==> src/rtl/secded_pkg.sv <==
// secded_pkg
// Shared types and helpers for the SEC-DED protected counter.
//   BLOCK_W / CHK_W  : data and check bits per protected nibble
//   state_e          : scrubber / counter FSM states
//   decode_t         : flip mask and double-error flag from a syndrome
//   secded_encode()  : extended Hamming (8,4) check bits {p3,p2,p1,p0}
//   secded_decode()  : map {syndrome, overall parity} to a correction
package secded_pkg;

  localparam int BLOCK_W = 4;
  localparam int CHK_W   = 4;

  typedef enum logic [2:0] {
    IDLE,
    COUNT,
    ENCODE,
    CHECK,
    FIX
  } state_e;

  typedef struct packed {
    logic [CHK_W-1:0]   chkFlip;
    logic [BLOCK_W-1:0] dataFlip;
    logic               dbl;
  } decode_t;

  function automatic logic [CHK_W-1:0] secded_encode(input logic [BLOCK_W-1:0] d);
    logic p0, p1, p2, p3;
    p2 = d[0] ^ d[2] ^ d[3];
    p1 = d[0] ^ d[1] ^ d[3];
    p0 = d[0] ^ d[1] ^ d[2];
    p3 = d[0] ^ d[1] ^ d[2] ^ d[3] ^ p0 ^ p1 ^ p2;
    return {p3, p2, p1, p0};
  endfunction

  // With overall parity odd there is exactly one flipped bit; a zero syndrome
  // means that bit is the overall parity bit itself. Even overall parity with a
  // non-zero syndrome can only come from two flips and is not correctable.
  function automatic decode_t secded_decode(input logic [2:0] syn, input logic ov);
    decode_t r;
    r = '0;
    if (ov) begin
      case (syn)
        3'b111:  r.dataFlip = 4'b0001;
        3'b011:  r.dataFlip = 4'b0010;
        3'b101:  r.dataFlip = 4'b0100;
        3'b110:  r.dataFlip = 4'b1000;
        3'b001:  r.chkFlip  = 4'b0001;
        3'b010:  r.chkFlip  = 4'b0010;
        3'b100:  r.chkFlip  = 4'b0100;
        default: r.chkFlip  = 4'b1000;
      endcase
    end else if (syn != 3'b000) begin
      r.dbl = 1'b1;
    end
    return r;
  endfunction

endpackage

==> src/rtl/secded_nibble_codec.sv <==
// secded_nibble_codec
// Combinational codec for one 4-bit protected block.
//   data_i, check_i : stored nibble and its stored check bits {p3,p2,p1,p0}
//   syn_i, ov_i     : previously captured syndrome / overall parity
//   enc_o           : freshly encoded check bits for data_i
//   syn_o, ov_o     : live syndrome and overall parity of the stored block
//   data_fix_o      : data_i with the captured correction applied
//   check_fix_o     : check_i with the captured correction applied
//   single_o        : the captured syndrome calls for a correction
//   double_o        : the captured syndrome indicates a double-bit error
module secded_nibble_codec
  import secded_pkg::*;
(
  input  logic [BLOCK_W-1:0] data_i,
  input  logic [CHK_W-1:0]   check_i,
  input  logic [2:0]         syn_i,
  input  logic               ov_i,
  output logic [CHK_W-1:0]   enc_o,
  output logic [2:0]         syn_o,
  output logic               ov_o,
  output logic [BLOCK_W-1:0] data_fix_o,
  output logic [CHK_W-1:0]   check_fix_o,
  output logic               single_o,
  output logic               double_o
);

  decode_t dec;

  assign enc_o = secded_encode(data_i);
  assign syn_o = check_i[2:0] ^ enc_o[2:0];
  assign ov_o  = ^{check_i, data_i};

  // Correction uses the syndrome captured earlier, not the live one, so the
  // decision made in CHECK is the one applied in FIX.
  assign dec         = secded_decode(syn_i, ov_i);
  assign data_fix_o  = data_i ^ dec.dataFlip;
  assign check_fix_o = check_i ^ dec.chkFlip;
  assign single_o    = |{dec.chkFlip, dec.dataFlip};
  assign double_o    = dec.dbl;

endmodule

==> src/rtl/secded_counter_scrub.sv <==
// secded_counter_scrub
// Up/down counter whose value is stored as SEC-DED protected nibbles, with an
// idle-time scrubber that corrects single-bit upsets and flags double-bit ones.
//   clk_i          : clock, all state on the rising edge
//   rst_ni         : asynchronous active-low reset
//   enable_i       : count one step per cycle
//   up_down_i      : 1 = increment, 0 = decrement
//   load_i         : load load_value_i (wins over everything but reset)
//   load_value_i   : value taken on load
//   scrub_now_i    : request an immediate scrub
//   inj_valid_i    : error-injection strobe (IDLE only)
//   inj_mask_i     : XOR mask applied to {parity, counter}
//   counter_o      : stored counter value
//   parity_o       : stored check bits, block i at [4i+3:4i] = {p3,p2,p1,p0}
//   valid_o        : parity is consistent with the encoded counter
//   corr_pulse_o   : one-cycle pulse after a scrub that corrected something
//   uncorr_o       : sticky double-bit error flag
//   corr_count_o   : saturating count of correcting scrubs
module secded_counter_scrub
  import secded_pkg::*;
#(
  parameter int WIDTH        = 8,   // multiple of 4, at least 4
  parameter int SCRUB_PERIOD = 16,  // at least 2
  parameter int ERRCNT_W     = 8
) (
  input  logic                        clk_i,
  input  logic                        rst_ni,
  input  logic                        enable_i,
  input  logic                        up_down_i,
  input  logic                        load_i,
  input  logic [WIDTH-1:0]            load_value_i,
  input  logic                        scrub_now_i,
  input  logic                        inj_valid_i,
  input  logic [WIDTH+WIDTH-1:0]      inj_mask_i,
  output logic [WIDTH-1:0]            counter_o,
  output logic [WIDTH-1:0]            parity_o,
  output logic                        valid_o,
  output logic                        corr_pulse_o,
  output logic                        uncorr_o,
  output logic [ERRCNT_W-1:0]         corr_count_o
);

  localparam int BLOCKS = WIDTH / BLOCK_W;
  localparam int PBITS  = BLOCKS * CHK_W;
  localparam int TMR_W  = $clog2(SCRUB_PERIOD);

  state_e                          state_q, state_d;
  logic [WIDTH-1:0]                counter_q, counter_d;
  logic [PBITS-1:0]                parity_q, parity_d;
  logic                            valid_q, valid_d;
  logic                            corrPulse_q, corrPulse_d;
  logic                            uncorr_q, uncorr_d;
  logic [ERRCNT_W-1:0]             corrCount_q, corrCount_d;
  logic [TMR_W-1:0]                timer_q, timer_d;
  logic [BLOCKS-1:0][2:0]          syn_q, syn_d;
  logic [BLOCKS-1:0]               ov_q, ov_d;

  logic [BLOCKS-1:0][CHK_W-1:0]    encBlk;
  logic [BLOCKS-1:0][2:0]          synNow;
  logic [BLOCKS-1:0]               ovNow;
  logic [BLOCKS-1:0][BLOCK_W-1:0]  dataFix;
  logic [BLOCKS-1:0][CHK_W-1:0]    checkFix;
  logic [BLOCKS-1:0]               singleBlk;
  logic [BLOCKS-1:0]               doubleBlk;

  logic [PBITS-1:0]                loadParity;
  logic [WIDTH-1:0]                countNext;
  logic                            scrubDue;

  for (genvar i = 0; i < BLOCKS; i++) begin : gBlk
    secded_nibble_codec uCodec (
      .data_i      (counter_q[BLOCK_W*i +: BLOCK_W]),
      .check_i     (parity_q[CHK_W*i +: CHK_W]),
      .syn_i       (syn_q[i]),
      .ov_i        (ov_q[i]),
      .enc_o       (encBlk[i]),
      .syn_o       (synNow[i]),
      .ov_o        (ovNow[i]),
      .data_fix_o  (dataFix[i]),
      .check_fix_o (checkFix[i]),
      .single_o    (singleBlk[i]),
      .double_o    (doubleBlk[i])
    );
  end

  // Load bypasses the stored data, so its check bits come straight from the
  // encoder function rather than the per-block codecs.
  always_comb begin
    loadParity = '0;
    for (int i = 0; i < BLOCKS; i++) begin
      loadParity[CHK_W*i +: CHK_W] = secded_encode(load_value_i[BLOCK_W*i +: BLOCK_W]);
    end
  end

  assign countNext = up_down_i ? (counter_q + WIDTH'(1)) : (counter_q - WIDTH'(1));
  assign scrubDue  = scrub_now_i || (timer_q == TMR_W'(SCRUB_PERIOD - 1));

  always_comb begin
    state_d     = state_q;
    counter_d   = counter_q;
    parity_d    = parity_q;
    valid_d     = valid_q;
    corrPulse_d = 1'b0;
    uncorr_d    = uncorr_q;
    corrCount_d = corrCount_q;
    timer_d     = '0;
    syn_d       = syn_q;
    ov_d        = ov_q;

    case (state_q)
      IDLE: begin
        if (enable_i) begin
          counter_d = countNext;
          valid_d   = 1'b0;
          state_d   = COUNT;
        end else begin
          // Injection deliberately leaves valid set so the scrubber treats
          // the corrupted word as real stored data.
          if (inj_valid_i) begin
            counter_d = counter_q ^ inj_mask_i[WIDTH-1:0];
            parity_d  = parity_q ^ inj_mask_i[WIDTH +: PBITS];
          end
          if (scrubDue) begin
            state_d = CHECK;
          end else begin
            timer_d = timer_q + TMR_W'(1);
          end
        end
      end

      COUNT: begin
        if (enable_i) begin
          counter_d = countNext;
          valid_d   = 1'b0;
        end else begin
          state_d = ENCODE;
        end
      end

      ENCODE: begin
        parity_d = encBlk;
        valid_d  = 1'b1;
        state_d  = IDLE;
      end

      CHECK: begin
        // A count request abandons the scrub; nothing captured here is used.
        if (enable_i) begin
          counter_d = countNext;
          valid_d   = 1'b0;
          state_d   = COUNT;
        end else begin
          syn_d   = synNow;
          ov_d    = ovNow;
          state_d = FIX;
        end
      end

      FIX: begin
        counter_d = dataFix;
        parity_d  = checkFix;
        if (|singleBlk) begin
          corrPulse_d = 1'b1;
          if (corrCount_q != '1) begin
            corrCount_d = corrCount_q + ERRCNT_W'(1);
          end
        end
        if (|doubleBlk) begin
          uncorr_d = 1'b1;
        end
        state_d = IDLE;
      end

      default: begin
        state_d = IDLE;
      end
    endcase

    // Load discards whatever the FSM was doing, including a pending fix.
    if (load_i) begin
      counter_d   = load_value_i;
      parity_d    = loadParity;
      valid_d     = 1'b1;
      uncorr_d    = 1'b0;
      corrPulse_d = 1'b0;
      corrCount_d = corrCount_q;
      timer_d     = '0;
      state_d     = IDLE;
    end
  end

  always_ff @(posedge clk_i or negedge rst_ni) begin
    if (!rst_ni) begin
      state_q     <= IDLE;
      counter_q   <= '0;
      parity_q    <= '0;
      valid_q     <= 1'b1;
      corrPulse_q <= 1'b0;
      uncorr_q    <= 1'b0;
      corrCount_q <= '0;
      timer_q     <= '0;
      syn_q       <= '0;
      ov_q        <= '0;
    end else begin
      state_q     <= state_d;
      counter_q   <= counter_d;
      parity_q    <= parity_d;
      valid_q     <= valid_d;
      corrPulse_q <= corrPulse_d;
      uncorr_q    <= uncorr_d;
      corrCount_q <= corrCount_d;
      timer_q     <= timer_d;
      syn_q       <= syn_d;
      ov_q        <= ov_d;
    end
  end

  assign counter_o    = counter_q;
  assign parity_o     = parity_q;
  assign valid_o      = valid_q;
  assign corr_pulse_o = corrPulse_q;
  assign uncorr_o     = uncorr_q;
  assign corr_count_o = corrCount_q;

endmodule

==> config.mk <==
export PLATFORM = sky130hd
export DESIGN_NAME = secded_counter_scrub
export DESIGN_NICKNAME = d
export VERILOG_FILES = /design/src/rtl/secded_pkg.sv /design/src/rtl/secded_nibble_codec.sv /design/src/rtl/secded_counter_scrub.sv
export SDC_FILE = /design/constraint.sdc
export NUM_CORES = 1
export LEC_CHECK = 0
export CAP_MARGIN = 5
export CORE_ASPECT_RATIO = 0.7
export CORE_MARGIN = 1
export CORE_UTILIZATION = 33
export CTS_CLUSTER_DIAMETER = 80
export DETAILED_ROUTE_END_ITERATION = 16
export DONT_BUFFER_PORTS = 1
export HOLD_SLACK_MARGIN = 0.06
export PLACE_DENSITY_LB_ADDON = 0.2
export SYNTH_ARGS = -nofsm -noshare
export SYNTH_HDL_FRONTEND = slang
export SYNTH_SLANG_ARGS = --single-unit
==> constraint.sdc <==
create_clock -name clk_i -period 3.9 [get_ports clk_i]
set_input_delay 0.78 -clock clk_i [delete_from_list [all_inputs] [get_ports clk_i]]
set_output_delay 0.78 -clock clk_i [all_outputs]
set_load 0.02 [all_outputs]
==> reports/qor.txt <==
Mux cell area share after synthesis: 1.217%
Critical Path RT: 4.08 ns
ANT cells: 0
Die X-Extent: 123.2 µm
Layout cells sized above 1: 6.971%
Sequential share of power: 38.1%
R2R cell count: 4
Worst Hold Class: input pin to asynchronous set/reset pin
Max FO, Critical Path: 18
Top Ports: 58
CTS resizes: 0
P_leak: 1.406 nW
Setup TNS Final: 0 ns
RSZ-0062 raised after global routing: no
Clock Skews: 0.007377 ns
Die H: 86.83 µm
CP startpoint kind: flip-flop
Internal power: 1.248 mW
Port Buffers: 0
Seq cells post-synth: 42
Non-Filler Instances: 501
Dominant synthesized flop cell: dfrtp_1
Total CTS buffers: 5
GRT overflow: 0
CTS hold repair buffers: 0
Arrival time at the worst endpoint: 2.72 ns
R2r startpoint: state_q[2]
Filler cells: 1,026
Sequential area share after synthesis: 31.02%
Row cnt: 30
Kind of end point of the critical path: flip-flop
Via density: 5.872
Post-synth EDFFs: 0
Core area: 0.009834 mm²
Reg-to-reg endpoint: corr_count_o[1]
Yosys top cell area share: 30.25%
Mean area per synthesized cell: 8.720 µm²
Fin. max-slew vios: 0
Xor/xnor share of the synthesized area: 15.49%
H-tree Lvls: 2
Clock power frac: 27.8%
Worst-path clk slew: 0.07 ns
Die area: 0.01069 mm²
Initial antenna violation count: 0
CTS root buf: clkbuf_16
Nets: 414
Largest family of logic cells by synthesized area: compound AO/OA/AOI/OAI gates
Final Instance Area: 0.003670 mm²
Status: completed
Starting Density: 34.49%
Compound-Gate Fraction of Synth Area: 24.38%
Largest net degree at the start of global routing: 43
Area contributors post-synth: dfrtp_1, xnor2_1, xor2_1, a21oi_1, ha_1
Post-synth ARST share: 100.0%
Pwr Density: 561.3 mW/mm²
Netlist cell types: 65
First-pass GRT wire length: 15,820 µm
Vias in the first global route: 2,802
Area leader, netlist: dfrtp_1
GPL Wtd Cong: 0.8646
Util after Layout: 37.32%
Worst-Skew Late Latency: 0.29 ns
Switching pwr: 812.1 µW
Post-Synth Simple-Gate Area: 19.33%
Crit path to: corr_count_o[1]
DP Wirelength: 7499 µm
First DRT Iteration DRCs: 218
Comb pwr share: 34.1%
Fin. Hold Viols: 0
Placed Cells incl. Taps: 493
Final setup fails: 0
Cells after Synth: 389
Clock Sinks: 42
Fmax: 392.6 MHz
TritonCTS clock tree: yes
Max Cap Viol: 0
Most frequent cells in the layout: xnor2_1, dfrtp_1, nor2_1, a21oi_1, o21ai_0
Syn nets: 431
Max rail drop VDD: 0.2395 mV
Worst-Margin Slew: 1.080 ns
Worst Setup SP: state_q[2]
Synth-to-Final Area Change: 8.189%
Max-Slew Margin vs Limit: 27.67%
Vias: 2,942
First-pass DRT Iterations: 5
Post-DP Area: 0.003471 mm²
Yosys warns: 0
DRC Markers: 0
DRT Wirelength: 10,210 µm
Sw Share: 39.43%
DP Worst Slack: 1.366 ns
Max Buffers Root-to-Sink: 2
Post-CTS setup buffer count: 0
Crit Path Class: flip-flop to flip-flop
Tmin final: 2.547 ns
Post-route setup slack: 1.353 ns
Synth Area in Adders: 4.279%
R2R setup slack: 1.35 ns
Post-synthesis cell area: 0.003392 mm²
Fin crit share: 65.32%
Remaining antenna violation count: 0
Wire length per cell: 20.39 µm
Overall routing resource usage: 19.99%
[layout make-up]
cell class | instances | area, µm² | area share, %
well taps | 128 | 160.2 | 4.364
repair buffers | 4 | 30.03 | 0.8183
multi-input cells | 310 | 2195 | 59.80
inverters | 9 | 33.78 | 0.9206
clock buffers | 6 | 138.9 | 3.785
flip-flops and latches | 42 | 1052 | 28.67
clock inverters | 2 | 60.06 | 1.637
[worst min path at each step]
stage	start	to	slack, ns	depth (start not counted)
final	rst_ni	counter_o[3]	0.18	0
after global routing	rst_ni	parity_o[3]	0.17	0
after CTS	rst_ni	uncorr_o	0.17	0
after detailed placement	timer_q[0]	timer_q[0]	0.46	1
after global placement	timer_q[0]	timer_q[0]	0.46	1
after floorplan	timer_q[0]	timer_q[0]	0.43	1
[power by group through the flow]
stage	clock network, mW	registers [mW]	logic [mW]
global route	0.600	0.809	0.783
finish	0.573	0.785	0.702
floorplan	0	0.641	0.681
global placement	0	0.790	0.688
CTS	0.582	0.781	0.698
detailed placement	0	0.790	0.692
[through the flow]
stage	total power [mW]	hold slack, ns
after global routing	2.193	0.1661
after global placement	1.477	0.4550
after floorplan	1.322	0.4316
after detailed placement	1.482	0.4564
after CTS	2.061	0.1727
final	2.060	0.1753
[cells by family after synthesis]
kind of cell | Yosys count
fa+ha+maj | 11
xor+xnor | 60
flops | 42
mux | 4
simple gates | 117
buf+inv | 37
compound gates | 118
[sequential cells by signal (all words and copies together) (netlist names)]
signal        count
corr_count_o      8
counter_o         8
parity_o          8
syn_q             6
timer_q           4
state_q           3
ov_q              2
corr_pulse_o      1
uncorr_o          1
valid_o           1
[cell usage after synthesis, types with 4 or more instances]
| cell | number |
|---|---|
| o211ai_1 | 5 |
| a21oi_1 | 26 |
| o22ai_1 | 5 |
| o221ai_1 | 4 |
| ha_1 | 10 |
| o21ai_0 | 24 |
| inv_1 | 9 |
| buf_2 | 4 |
| nor3_1 | 15 |
| xnor2_1 | 41 |
| nand3_1 | 6 |
| dfrtp_1 | 41 |
| nor2b_1 | 9 |
| nand2_1 | 19 |
| and2_1 | 4 |
| a211oi_1 | 5 |
| a21o_1 | 6 |
| a221oi_1 | 9 |
| o311ai_0 | 4 |
| or3_1 | 5 |
| xor2_1 | 19 |
| clkbuf_1 | 21 |
| a221o_1 | 5 |
| nand2b_1 | 6 |
| nor2_1 | 28 |
[metal layers]
layer	vias to the layer above	wire, µm	GRT usage, %
met5	-	0	0
met4	0	41	3.724
met3	5	1112	6.711
met2	122	4080	26.66
met1	1428	4978	30.57
li1	1387	-	-
[worst max-delay path, stage by stage, from the launching register on]
cell,delay [ns]
dfrtp_1,0.58
or3b_1,0.73
or3_4,0.53
a31oi_4,0.23
mux2_2,0.36
(Power assumes the default switching activity.)
